===== config.mk =====
export PLATFORM = sky130hd
export DESIGN_NAME = fifo_wptr_ctrl
export DESIGN_NICKNAME = d
export VERILOG_FILES = /design/src/rtl/fifo_pkg.sv /design/src/rtl/fifo_ptr_sync.sv /design/src/rtl/fifo_wptr_ctrl.sv
export SDC_FILE = /design/constraint.sdc
export NUM_CORES = 1
export LEC_CHECK = 0
export CAP_MARGIN = 15
export CORE_AREA = 5 5 123 67
export DETAILED_ROUTE_END_ITERATION = 12
export DIE_AREA = 0 0 128 72
export PLACE_DENSITY = 0.63
export SYNTH_ARGS = -nofsm -noshare
export SYNTH_HDL_FRONTEND = slang
export SYNTH_SLANG_ARGS = --single-unit

===== constraint.sdc =====
create_clock -name wclk -period 12.9 [get_ports wclk]
set_input_delay 3.87 -clock wclk [delete_from_list [all_inputs] [get_ports wclk]]
set_output_delay 3.87 -clock wclk [all_outputs]
set_load 0.01 [all_outputs]

===== src/rtl/fifo_pkg.sv =====
// Shared pointer encoding for the dual-clock FIFO controllers: Gray conversion and
// offset pointer space that lets any depth (not only powers of two) keep single-bit steps.
package fifo_pkg;

   localparam int PTR_MAX_W = 32;

   typedef logic [PTR_MAX_W-1:0] ptr_word_t;

   typedef struct packed {
      logic full;
      logic almost_full;
   } wflags_t;

   function automatic ptr_word_t bin2gray(input ptr_word_t bin);
      return bin ^ (bin >> 1);
   endfunction

   // Prefix XOR from the MSB down; callers zero-extend so unused high bits stay 0.
   function automatic ptr_word_t gray2bin(input ptr_word_t gray);
      ptr_word_t bin;
      bin = gray;
      for (int i = 1; i < PTR_MAX_W; i++) begin
         bin = bin ^ (gray >> i);
      end
      return bin;
   endfunction

   // Pointers run over the centre 2*depth codes of a 2^(clog2(depth)+1) space, so the
   // mirror symmetry of the reflected Gray code keeps the wrap a single-bit change.
   function automatic int ptr_offset(input int depth);
      int pw;
      pw = $clog2(depth) + 1;
      return ((1 << pw) / 2) - depth;
   endfunction

   function automatic ptr_word_t ptr_normalise(input ptr_word_t bin, input int offset);
      return bin - ptr_word_t'(offset);
   endfunction

endpackage


===== src/rtl/fifo_ptr_sync.sv =====
// Multi-flop synchroniser for a Gray-coded pointer crossing clock domains; presents
// the synchronised value converted back to binary. Shared by both FIFO sides.
module fifo_ptr_sync
   import fifo_pkg::*;
#(
   parameter int              W       = 7,
   parameter int              STAGES  = 2,
   parameter logic [W-1:0]    RST_VAL = '0
) (
   input  logic          clk,
   input  logic          rst,
   input  logic [W-1:0]  gray_in,
   output logic [W-1:0]  bin_out
);

   logic [W-1:0] sync_q [STAGES];

   always_ff @(posedge clk) begin
      if (rst) begin
         for (int i = 0; i < STAGES; i++) begin
            sync_q[i] <= RST_VAL;
         end
      end else begin
         sync_q[0] <= gray_in;
         for (int i = 1; i < STAGES; i++) begin
            sync_q[i] <= sync_q[i-1];
         end
      end
   end

   assign bin_out = W'(gray2bin(ptr_word_t'(sync_q[STAGES-1])));

endmodule


===== src/rtl/fifo_wptr_ctrl.sv =====
// Write-side pointer/full controller for the dual-clock FIFO, any DATADEPTH >= 2.
// Optional sticky overflow flag enabled by defining FIFO_WPTR_OVERFLOW_EN.
module fifo_wptr_ctrl
   import fifo_pkg::*;
#(
   parameter int  DATADEPTH    = 45,
   parameter int  AFULL_MARGIN = 4,
   parameter int  SYNC_STAGES  = 2,
   localparam int AW           = $clog2(DATADEPTH),
   localparam int PW           = AW + 1
) (
   input  logic           wclk,
   input  logic           w_rst,
   input  logic           wr_en,
   input  logic [PW-1:0]  rptr_gray,
   output logic [AW-1:0]  waddr,
   output logic           wr_ack,
   output logic [PW-1:0]  wptr_gray,
   output logic           full,
   output logic           almost_full,
   output logic [PW-1:0]  wcount,
   output logic           overflow
);

   localparam int            PWE    = PW + 1;
   localparam int            S      = ptr_offset(DATADEPTH);
   localparam int            N      = 1 << PW;
   localparam logic [PW-1:0] S_P    = PW'(S);
   localparam logic [PW-1:0] LAST_P = PW'(N - 1 - S);
   localparam logic [PW-1:0] D_P    = PW'(DATADEPTH);
   localparam logic [PW-1:0] AF_P   = PW'(DATADEPTH - AFULL_MARGIN);
   localparam logic [PWE-1:0] D2_E  = PWE'(2 * DATADEPTH);
   localparam logic [PW-1:0] S_GRAY = PW'(bin2gray(ptr_word_t'(S)));

   logic [PW-1:0]  wbin_q, wbin_next;
   logic [PW-1:0]  wgray_q;
   logic [PW-1:0]  p_cur, p_next;
   logic [PW-1:0]  rbin, rp;
   logic [PW-1:0]  wcount_q, wcount_next;
   logic [PWE-1:0] diff_raw;
   wflags_t        flags_q, flags_next;

   // Handshake: wr_en is the writer's request; wr_ack (same cycle, combinational) is the
   // grant and RAM strobe. A request seen while full is simply not acked and not retried.
   assign wr_ack = wr_en && !flags_q.full;

   assign p_cur = PW'(ptr_normalise(ptr_word_t'(wbin_q), S));

   always_comb begin
      waddr = AW'(p_cur);
      if (p_cur >= D_P) begin
         waddr = AW'(p_cur - D_P);
      end
   end

   always_comb begin
      wbin_next = wbin_q;
      if (wr_ack) begin
         wbin_next = (wbin_q == LAST_P) ? S_P : wbin_q + PW'(1);
      end
   end

   fifo_ptr_sync #(
      .W       (PW),
      .STAGES  (SYNC_STAGES),
      .RST_VAL (S_GRAY)
   ) u_rptr_sync (
      .clk     (wclk),
      .rst     (w_rst),
      .gray_in (rptr_gray),
      .bin_out (rbin)
   );

   assign p_next = PW'(ptr_normalise(ptr_word_t'(wbin_next), S));
   assign rp     = PW'(ptr_normalise(ptr_word_t'(rbin), S));

   // Biased by 2D so the subtraction never goes negative; one conditional wrap suffices.
   always_comb begin
      diff_raw    = {1'b0, p_next} + D2_E - {1'b0, rp};
      wcount_next = PW'(diff_raw);
      if (diff_raw >= D2_E) begin
         wcount_next = PW'(diff_raw - D2_E);
      end
      flags_next.full        = (wcount_next == D_P);
      flags_next.almost_full = (wcount_next >= AF_P);
   end

   always_ff @(posedge wclk) begin
      if (w_rst) begin
         wbin_q   <= S_P;
         wgray_q  <= S_GRAY;
         wcount_q <= '0;
         flags_q  <= '0;
      end else begin
         wbin_q   <= wbin_next;
         wgray_q  <= PW'(bin2gray(ptr_word_t'(wbin_next)));
         wcount_q <= wcount_next;
         flags_q  <= flags_next;
      end
   end

   assign wptr_gray   = wgray_q;
   assign wcount      = wcount_q;
   assign full        = flags_q.full;
   assign almost_full = flags_q.almost_full;

`ifdef FIFO_WPTR_OVERFLOW_EN
   logic overflow_q;

   always_ff @(posedge wclk) begin
      if (w_rst) begin
         overflow_q <= 1'b0;
      end else if (wr_en && flags_q.full) begin
         overflow_q <= 1'b1;
      end
   end

   assign overflow = overflow_q;
`else
   assign overflow = 1'b0;
`endif

endmodule


Word-level counts from Yosys, hierarchy flattened
Memories as Yosys holds them, arrays and structs flattened.
Index checks and enable logic that the tools add are counted.
{"block": "totals", "reg_bits": 23, "mem_bits_rw": 14, "inputBits": 10, "out_inout_bits": 24, "elab_cells": 39, "n_memories": 1}
{"memory": "u_rptr_sync.sync_q", "words": 2, "word_bits": 7, "rd": 2, "rd_clocked_by_memory_dff": 0, "write_ports": 2, "line": "fifo_ptr_sync.sv:16", "rtl": "logic [W-1:0] sync_q [STAGES];"}
{"block": "op_classes", "n_addsub": 8, "magnitude_cmp": 3, "eq_ne": 2, "muxes": 9, "bitwise": 9, "n_reduce_logical": 2}
{"op": "two-way mux 7 bit", "count": 5}
{"op": "subtractor 7 x 5 -> 7 bit (second input constant)", "count": 3}
{"op": "greater-or-equal comparator 7 x 6 -> 1 bit (second input constant)", "count": 2}
{"op": "bitwise XOR 7 x 6 -> 7 bit", "count": 2}
{"op": "adder 7 x 7 -> 8 bit (second input constant)", "count": 1}
{"op": "greater-or-equal comparator 8 x 7 -> 1 bit (second input constant)", "count": 1}
{"op": "subtractor 8 x 7 -> 8 bit", "count": 1}
{"op": "adder 7 x 1 -> 7 bit (second input constant)", "count": 1}
{"op": "== test 7 x 6 -> 1 bit (second input constant)", "count": 1}
{"op": "== test 7 bit (second input constant)", "count": 1}
{"op": "subtractor 7 bit (second input constant)", "count": 1}
{"op": "bitwise XOR 7 x 1 -> 7 bit", "count": 1}
{"op": "bitwise XOR 7 x 2 -> 7 bit", "count": 1}
{"op": "bitwise XOR 7 x 3 -> 7 bit", "count": 1}
{"op": "bitwise XOR 7 x 4 -> 7 bit", "count": 1}
{"op": "bitwise XOR 7 x 5 -> 7 bit", "count": 1}
{"op": "two-way mux 6 bit", "count": 1}
{"op": "subtractor 6 bit (second input constant)", "count": 1}
{"op": "two-way mux 1 bit", "count": 3}
{"op": "bitwise OR 1 bit", "count": 2}
{"op": "logical AND 1 bit", "count": 1}
{"op": "logical NOT 1 bit", "count": 1}

Logic depth before layout (Yosys ltp)
Gate-level depths: netlist (run 1).
An unclocked memory read counts as a cell.
{"block": "depth", "ltp_word": 12, "depth_mapped": 23, "mapped_depth_nobuf": 21}

Cells and area by module
A second synthesis (run 1) with hierarchy kept.
{"block": "hier_totals", "cells_unflattened": 303, "area_unflattened_um2": 2556.2}
{"module": "fifo_wptr_ctrl", "n_inst": 1, "cells_each": 264, "area_each_um2": 2068.2, "seq_area_each_um2": 440.4}
{"module": "fifo_ptr_sync", "n_inst": 1, "cells_each": 39, "area_each_um2": 488.0, "seq_area_each_um2": 280.3}

Least setup slack after synthesis (run 1)
No wires, ideal clock.
{"block": "synth_path", "path_type": "input to output", "from": "in wr_en", "to": "out wr_ack", "t_arrival_ps": 4062, "required_time_ps": 9030, "slack_ps": 4968, "path_stages": 2, "n_path_buf": 0, "path_cell_list": "nand2b_1 inv_1"}
{"block": "synth_between", "elab_chain_cells": 1}
{"item": "start: declaration", "line": "fifo_wptr_ctrl.sv:14", "rtl": "input logic wr_en,"}
{"item": "logical AND 1 bit", "line": "fifo_wptr_ctrl.sv:45", "rtl": "assign wr_ack = wr_en && !flags_q.full;"}
{"item": "end: declaration", "line": "fifo_wptr_ctrl.sv:17", "rtl": "output logic wr_ack,"}
No other way between the ends.

Final worst setup path (run 1)
Ends and elaborated chain as after synthesis.

==> impl_metrics.ini, run 1 <==
[status]
status = finished clean

[critical_path]
cpLargestDelayFamily = buffers and inverters
crit_path_start = wr_en
endpoint_kind = output port
cp_max_fo = 11
r2r_setup_slack_ns = 7.87
reg2reg_from = wbin_q[0]
required_ns = 9.03
cp_slowest_cell = clkdlybuf4s50_1
r2r_end = almost_full
crit_arrival_ns = 5.33
critical_path_depth = 4
start_kind = primary input
path_cells = clkdlybuf4s50_1 > nand2b_1 > inv_1 > clkdlybuf4s50_1
cp_common_cell = clkdlybuf4s50_1
crit_type = in2out
rr_worst_depth = 21
max_stage_delay_ns = 0.57
worst-path-buf-inv = 3
endpoint = wr_ack

[flow_run]
drv_cap = 0

[clock_network]
postCtsHoldBufs = 0
clockBufferDepth = 2
cts_tree = built
cts_sinks = 36
cts-root-buf = clkbuf_16
postCtsSetupRepairBufs = 0
clk_pin_slew_worst_paths_ns = 0.06
cts_buffers = 5
post_cts_resized = 0
htreeDepth = 2
clk_latency_ns = 0.28

[power]
max-vdd-ir-drop_mv = 0.1590
powerDensity_nw_per_um2 = 275.2
leakage_uw = 0.001232

[die]
pin_count = 34
rows = 22
die_w_um = 128
start_util = 0.3473
die_area_sq_um = 9216
core_sq_um = 7047
die_y_um = 72

[layout]
syn2layout_area_growth_pct = 21.27
diodes = 0
fin_nets = 351
final_layout_size_suffix_gt1_frac = 0.1056

[place]
io_buffers = 32
dp_hpwl_um = 4173
gp_congestion = 0.8303

[synth]
netlist_area_sq_um = 2447
ys_seq_area_frac = 0.2945
ys_ff_latch = 36
syn_nets = 326
synth.distinct_cells = 59
synth_async_sr_flop_share = 0
yosys_warnings = 0
syn_area_per_cell_sq_um = 8.268
synth-edff-count = 0
syn_inst = 296
synthFlopType = dfxtp_1

[global_routing]
grt_overflow = 0
grt_first_pass_wirelength_um = 9163
grt_max_degree = 36
grt.total_usage = 0.1243
antenna_found_initial = 0
grt_pass1_vias = 1815

[timing]
whs_ns = 0.4079
max_freq_mhz = 108.7
rsz0062_at_grt = no
finalSetupTns_ns = 0
fin_skew_ns = 0.006543
hold_viol = 0
slew_viol_final = 0
max_slew_margin = 0.6190
tightest_slew_ns = 0.5715
setup_viol = 0
period_share = 0.7134
post-route-min-period_ns = 9.202

[detailed_routing]
dr.pass1.iters = 4
drc = 0
wl_per_cell_um = 13.24
first_iter_violations = 107
num_vias = 2013
ant_nets = 0
via_per_inst = 4.816
wl_um = 5534

[hold_path]
hp-class = reg2reg
-- worst min-delay path by stage --
stage                                         from                        end  slack [ns]  cells past startpoint
after floorplan           u_rptr_sync.sync_q[0][3]  u_rptr_sync.sync_q[0][10]        0.39                      1
after global placement    u_rptr_sync.sync_q[0][3]  u_rptr_sync.sync_q[0][10]        0.40                      1
after detailed placement  u_rptr_sync.sync_q[0][1]   u_rptr_sync.sync_q[0][8]        0.40                      1
after CTS                 u_rptr_sync.sync_q[0][1]   u_rptr_sync.sync_q[0][8]        0.41                      1
after global routing      u_rptr_sync.sync_q[0][1]   u_rptr_sync.sync_q[0][8]        0.43                      1
final                     u_rptr_sync.sync_q[0][1]   u_rptr_sync.sync_q[0][8]        0.41                      1
-- through the flow --
step	instances	cell area, sq um	worst slack, ns	utilization	total power (uW)
after floorplan	296	2447	4.968	-	581.2
after global placement	410	2824	3.726	0.4007	690.6
after detailed placement	410	2824	3.701	0.4007	696.3
after CTS	418	2968	3.703	0.4212	820.5
after global routing	418	2968	3.595	0.4212	890.4
final	418	2968	3.698	0.4212	816.9
-- cell usage in the layout, fill, tap and decap left out, types with 2 or more instances in the layout --
cell	synthesis	routed
clkdlybuf4s50_1	0	32
o211ai_1	2	2
dfxtp_1	36	36
o211a_1	2	2
clkbuf_16	0	5
nor2b_1	12	12
nor4b_1	3	3
nand2b_1	6	6
inv_1	19	19
o21ai_0	10	10
mux2_2	2	2
a31oi_1	3	3
xor2_1	7	7
clkinv_2	0	2
a21o_1	3	3
nor3_1	9	9
ha_1	19	19
o31ai_1	2	2
o22ai_1	2	2
a211oi_1	3	3
xnor2_1	19	19
and4b_1	2	2
a21oi_1	15	15
mux2i_1	4	4
nor2_1	29	29
o21a_1	4	4
or2_2	12	12
nand2_1	21	21
nand3_1	6	6
-- where the power goes --
| group | internal (uW) | leakage, uW | switching, uW |
|---|---|---|---|
| Clock | 71.1 | 0.0000736 | 46.2 |
| Sequential | 130 | 0.000297 | 9.64 |
| Combinational | 253 | 0.000861 | 307 |
-- synthesized netlist by cell type (3+ instances only) --
cell type | number | area (sq um)
or2_2 | 12 | 75.07
a21oi_1 | 15 | 75.07
o21ai_0 | 10 | 50.05
dfxtp_1 | 36 | 720.7
clkbuf_1 | 11 | 41.29
inv_1 | 19 | 71.32
nand2b_1 | 6 | 37.54
mux2i_1 | 4 | 40.04
nor2_1 | 29 | 108.9
a21o_1 | 3 | 22.52
nor2b_1 | 12 | 75.07
a31oi_1 | 3 | 18.77
xnor2_1 | 19 | 166.4
nand2_1 | 21 | 78.83
ha_1 | 19 | 237.7
o21a_1 | 4 | 30.03
nand3_1 | 6 | 30.03
nor4b_1 | 3 | 26.28
a211oi_1 | 3 | 22.52
xor2_1 | 7 | 61.31
nor3_1 | 9 | 45.04
-- logic make-up (layout without fill, tap and decap cells) --
logic type,count (synthesis),count (layout),synth area share
fa+ha+maj,20,20,0.1053
flops,36,36,0.2945
other cells,1,1,0.001532
simple gates,108,108,0.2290
compound gates,62,62,0.1784
xor+xnor,27,27,0.09970
mux,7,7,0.03170
buf+inv,35,61,0.05981
-- registers in the layout (all words and copies together) (netlist names) --
| register | count |
|---|---|
| almost_full | 1 |
| full | 1 |
| u_rptr_sync.sync_q | 14 |
| wbin_q | 7 |
| wcount | 7 |
| wptr_gray | 6 |
-- final cells by class --
cell class              count  area, sq um
clock buffers               5        125.1
fillers                   714         4079
inverters                  20        75.07
clock inverters             3        18.77
well taps                  96        120.1
repair buffers             33        327.8
flip-flops and latches     36        720.7
multi-input cells         225         1580
-- per-layer routing --
| layer | share of wire | GRT usage | vias up |
|---|---|---|---|
| met5 | 0 | 0 | - |
| met4 | 0.022 | 0.05059 | 0 |
| met3 | 0.047 | 0.03529 | 10 |
| met2 | 0.34 | 0.1425 | 49 |
| met1 | 0.59 | 0.2021 | 895 |
| li1 | - | - | 1059 |
No activity file was read; power rests on OpenSTA's default activity.
==> run 2: changes to the inputs <==
==> constraint.sdc (replaced) <==
create_clock -name wclk -period 8.65 [get_ports wclk]
set_input_delay 2.595 -clock wclk [delete_from_list [all_inputs] [get_ports wclk]]
set_output_delay 2.595 -clock wclk [all_outputs]
set_load 0.01 [all_outputs]
==> impl_metrics.ini, run 2 (same netlist as run 1, synthesis figures left out) <==
[status]
status = finished clean

[timing]
max_slew_margin = 0.5911
setup_slack_ns = 1.829
setup_viol = 0
finalSetupTns_ns = 0
max_freq_mhz = 146.6
fin_skew_ns = 0.004597
slew_viol_final = 0
post-route-min-period_ns = 6.821
period_share = 0.7885
tightest_slew_ns = 0.6134
rsz0062_at_grt = no
hold_viol = 0

[die]
die_w_um = 128
start_util = 0.3473
rows = 22
pin_count = 34
core_sq_um = 7047
die_area_sq_um = 9216
die_y_um = 72

[clock_network]
post_cts_resized = 0
htreeDepth = 2
clockBufferDepth = 2
cts_tree = built
clk_pin_slew_worst_paths_ns = 0.06
cts-root-buf = clkbuf_16
cts_sinks = 36
postCtsSetupRepairBufs = 0
postCtsHoldBufs = 0
cts_buffers = 5
clk_latency_ns = 0.28

[layout]
design_area_sq_um = 2968
largest_reg_flops = 14
diodes = 0
fillers = 725
layout_commonest_cell = dfxtp_1
final_layout_size_suffix_gt1_frac = 0.1056
final_core_util = 0.4212
final_cell_mix = dfxtp_1 (36), clkdlybuf4s50_1 (32), nor2_1 (29)
fin_nets = 351
largest-register = u_rptr_sync.sync_q
syn2layout_area_growth_pct = 21.27

[place]
gp_congestion = 0.8327
dp_hpwl_um = 4116
place_ws_ns = 1.558
placed_cell_area_sq_um = 2824
io_buffers = 32

[critical_path]
start_kind = primary input
crit_arrival_ns = 6.99
endpoint_kind = register
crit_type = in2reg
required_ns = 8.82
cp_max_fo = 11

[power]
p_sw_uw = 542.2
max-vdd-ir-drop_mv = 0.2313
clkPwrFrac = 0.144
comb_power_share = 0.686
leakage_uw = 0.001232
p_sw_frac = 0.4446
pwr-share-seq = 0.170
report.power.total_uw = 1219
internal_power_uw = 677.3
powerDensity_nw_per_um2 = 410.9

[hold_path]
hp-class = reg2reg

[detailed_routing]
first_iter_violations = 130
wl_per_cell_um = 12.94
via_per_inst = 4.830
drc = 0
num_vias = 2019
wl_um = 5408
ant_nets = 0
dr.pass1.iters = 4

[global_routing]
grt.total_usage = 0.1205
grt_first_pass_wirelength_um = 8852
antenna_found_initial = 0
grt_overflow = 0
grt_pass1_vias = 1740
grt_max_degree = 36

[flow_run]
drv_cap = 0
-- run 2: power by group through the flow --
stage	combinational, uW	clock [uW]	sequential (uW)
floorplan	654	0	213
global placement	822	0	211
detailed placement	824	0	211
CTS	829	180	207
global route	919	189	211
finish	837	176	207
-- run 2: layer usage --
layer,GRT usage,up-vias,share of wire
li1,-,1061,-
met1,0.1980,896,0.58
met2,0.1419,57,0.35
met3,0.03456,5,0.061
met4,0.03529,0,0.011
met5,0,-,0
-- run 2: cell type report --
class | instances | area [sq um] | area share
flip-flops and latches | 36 | 720.7 | 0.2428
clock buffers | 5 | 125.1 | 0.04216
inverters | 20 | 75.07 | 0.02530
repair buffers | 33 | 327.8 | 0.1105
well taps | 96 | 120.1 | 0.04047
clock inverters | 3 | 18.77 | 0.006324
multi-input cells | 225 | 1580 | 0.5325
-- run 2: worst max-delay path: stages --
cell and delay (ns):
clkdlybuf4s50_1 0.46, nand2b_1 0.23, inv_1 0.21, nand2_1 0.13, o21a_1 0.30, ha_1 0.23, nand2_1 0.05, nand3_1 0.12
nand2_1 0.14, mux2i_1 0.19, ha_1 0.24, inv_1 0.06, ha_1 0.29, nor3b_1 0.17, a311o_1 0.28, or3_1 0.45
o21ai_2 0.15, nand2_4 0.11, mux2_4 0.34, o221a_1 0.24
-- run 2: final timing paths --
kind         slack [ns]                  endpoint  cells after the start                      from
max                1.83               almost_full                     20                     wr_en
min                0.41  u_rptr_sync.sync_q[0][8]                      1  u_rptr_sync.sync_q[0][1]
max reg2reg        3.68               almost_full                     21                 wbin_q[0]
min reg2reg        0.41  u_rptr_sync.sync_q[0][8]                      1  u_rptr_sync.sync_q[0][1]
-- run 2: through the flow --
step                hold slack [ns]  cells
floorplan                    0.3895    296
finish                       0.4124    418
global placement             0.3977    410
CTS                          0.4152    418
detailed placement           0.4015    410
global route                 0.4390    418
==> run 3: changes to the inputs <==
--- a/config.mk
+++ b/config.mk
@@ -9,7 +9,7 @@
 export CORE_AREA = 5 5 123 67
 export DETAILED_ROUTE_END_ITERATION = 12
 export DIE_AREA = 0 0 128 72
-export PLACE_DENSITY = 0.63
+export PLACE_DENSITY = 0.65
 export SYNTH_ARGS = -nofsm -noshare
 export SYNTH_HDL_FRONTEND = slang
 export SYNTH_SLANG_ARGS = --single-unit
==> constraint.sdc (replaced) <==
create_clock -name wclk -period 5.6 [get_ports wclk]
set_input_delay 1.68 -clock wclk [delete_from_list [all_inputs] [get_ports wclk]]
set_output_delay 1.68 -clock wclk [all_outputs]
set_load 0.01 [all_outputs]
==> impl_metrics.ini, run 3 (same netlist as run 1, synthesis figures left out) <==
[status]
status = finished clean

[clock_network]
cts_tree = built
clk_pin_slew_worst_paths_ns = 0.06
clk_latency_ns = 0.29
cts-root-buf = clkbuf_16
clockBufferDepth = 2
htreeDepth = 2
cts_sinks = 36
cts_buffers = 5

[detailed_routing]
num_vias = 2173
dr.pass1.iters = 4
ant_nets = 0
wl_per_cell_um = 13.08
first_iter_violations = 137
via_per_inst = 4.776
drc = 0
wl_um = 5950

[place]
io_buffers = 32
place_ws_ns = -0.2026
dp_cells = 447
dp_hpwl_um = 4640
gp_congestion = 0.8706

[timing]
max_slew_margin = 0.5953
tightest_slew_ns = 0.6052
hold_viol = 0
setup_viol = 0
post-route-min-period_ns = 5.414
whs_ns = 0.4057
period_share = 0.9667
setup_slack_ns = 0.1864
slew_viol_final = 0
fin_skew_ns = 0.006787
rsz0062_at_grt = no
max_freq_mhz = 184.7

[layout]
syn2layout_area_growth_pct = 34.36
diodes = 0
largest-register = u_rptr_sync.sync_q
fin_cells = 455
final_cell_mix = buf_4 (38), dfxtp_1 (36), clkdlybuf4s50_1 (32)
layout_commonest_cell = buf_4
final_layout_size_suffix_gt1_frac = 0.2173
largest_reg_flops = 14
fin_nets = 388
final_core_util = 0.4666

[critical_path]
path_cells = clkdlybuf4s50_1 > nand2b_4 > buf_4 > o21ai_0 > o21a_1 > ha_1 > nand2_1 > nand3_1 > nand2_1 > mux2i_1 > ha_1 > inv_1 > ha_2 > inv_2 > a311o_1 > or3_1 > o21ai_2 > nand2_4 > mux2_4 > o221a_1
r2r_setup_slack_ns = 0.93
crit_arrival_ns = 5.58
endpoint = almost_full
cp_slowest_cell = clkdlybuf4s50_1
max_stage_delay_ns = 0.51
cp_max_fo = 6
r2r_end = almost_full
crit_type = in2reg
crit_path_start = wr_en
worst-path-buf-inv = 4
start_kind = primary input
critical_path_depth = 20
rr_worst_depth = 21
cpLargestDelayFamily = compound AO/OA/AOI/OAI gates
required_ns = 5.77
reg2reg_from = wbin_q[0]
endpoint_kind = register

[die]
rows = 22
core_sq_um = 7047
die_w_um = 128
start_util = 0.3473
pin_count = 34
die_area_sq_um = 9216
die_y_um = 72

[power]
clkPwrFrac = 0.123
report.power.total_uw = 2249
max-vdd-ir-drop_mv = 0.4944
leakage_uw = 0.001412
internal_power_uw = 1310
p_sw_uw = 938.3
pwr-share-seq = 0.143
powerDensity_nw_per_um2 = 683.8
comb_power_share = 0.735
p_sw_frac = 0.4173

[global_routing]
grt_first_pass_wirelength_um = 9425
grt.total_usage = 0.1289
grt_pass1_vias = 1859
grt_max_degree = 21
antenna_found_initial = 0
grt_overflow = 0

[hold_path]
hp-class = reg2reg

[flow_run]
drv_cap = 0
run 3: timing repair:
item,4_1_cts,5_1_grt
setup buffers,0,0
resized for setup,0,10
hold buffers,0,0
setup endpoints to repair,0,5
run 3: worst min-delay path by stage:
| stage | from | to | slack (ns) | cells after the start |
|---|---|---|---|---|
| after floorplan | u_rptr_sync.sync_q[0][3] | u_rptr_sync.sync_q[0][10] | 0.39 | 1 |
| after global placement | u_rptr_sync.sync_q[0][4] | u_rptr_sync.sync_q[0][11] | 0.40 | 1 |
| after detailed placement | u_rptr_sync.sync_q[0][1] | u_rptr_sync.sync_q[0][8] | 0.39 | 1 |
| after CTS | u_rptr_sync.sync_q[0][1] | u_rptr_sync.sync_q[0][8] | 0.41 | 1 |
| after global routing | u_rptr_sync.sync_q[0][1] | u_rptr_sync.sync_q[0][8] | 0.42 | 1 |
| final | u_rptr_sync.sync_q[0][1] | u_rptr_sync.sync_q[0][8] | 0.41 | 1 |
run 3: cell type report:
type | instances | area (sq um)
clock inverter | 3 | 18.77
clock buffer | 5 | 125.1
multi-input combinational | 225 | 1623
inverter | 20 | 75.07
sequential | 36 | 720.7
timing repair buffer | 70 | 605.6
fill | 692 | 3759
tap | 96 | 120.1
run 3: stage by stage:
stage,setup TNS (ns),area [sq um]
after global placement,-0.09603,3102
after CTS,0,3246
after detailed placement,-0.4838,3102
after floorplan,0,2447
final,0,3288
after global routing,0,3288
run 3: layer usage:
metal  vias up  GRT usage  wire, um
met4         0    0.03176        60
met3         6    0.03750       345
met5         -          0         0
met2        52     0.1472      2035
met1       984     0.2172      3509
li1       1131          -         -
run 3: power by group through the flow:
stage	Sequential (uW)	Combinational, uW	Clock (uW)
floorplan	329	1010	0
global placement	326	1570	0
detailed placement	326	1580	0
CTS	321	1600	284
global route	326	1800	296
finish	321	1650	276
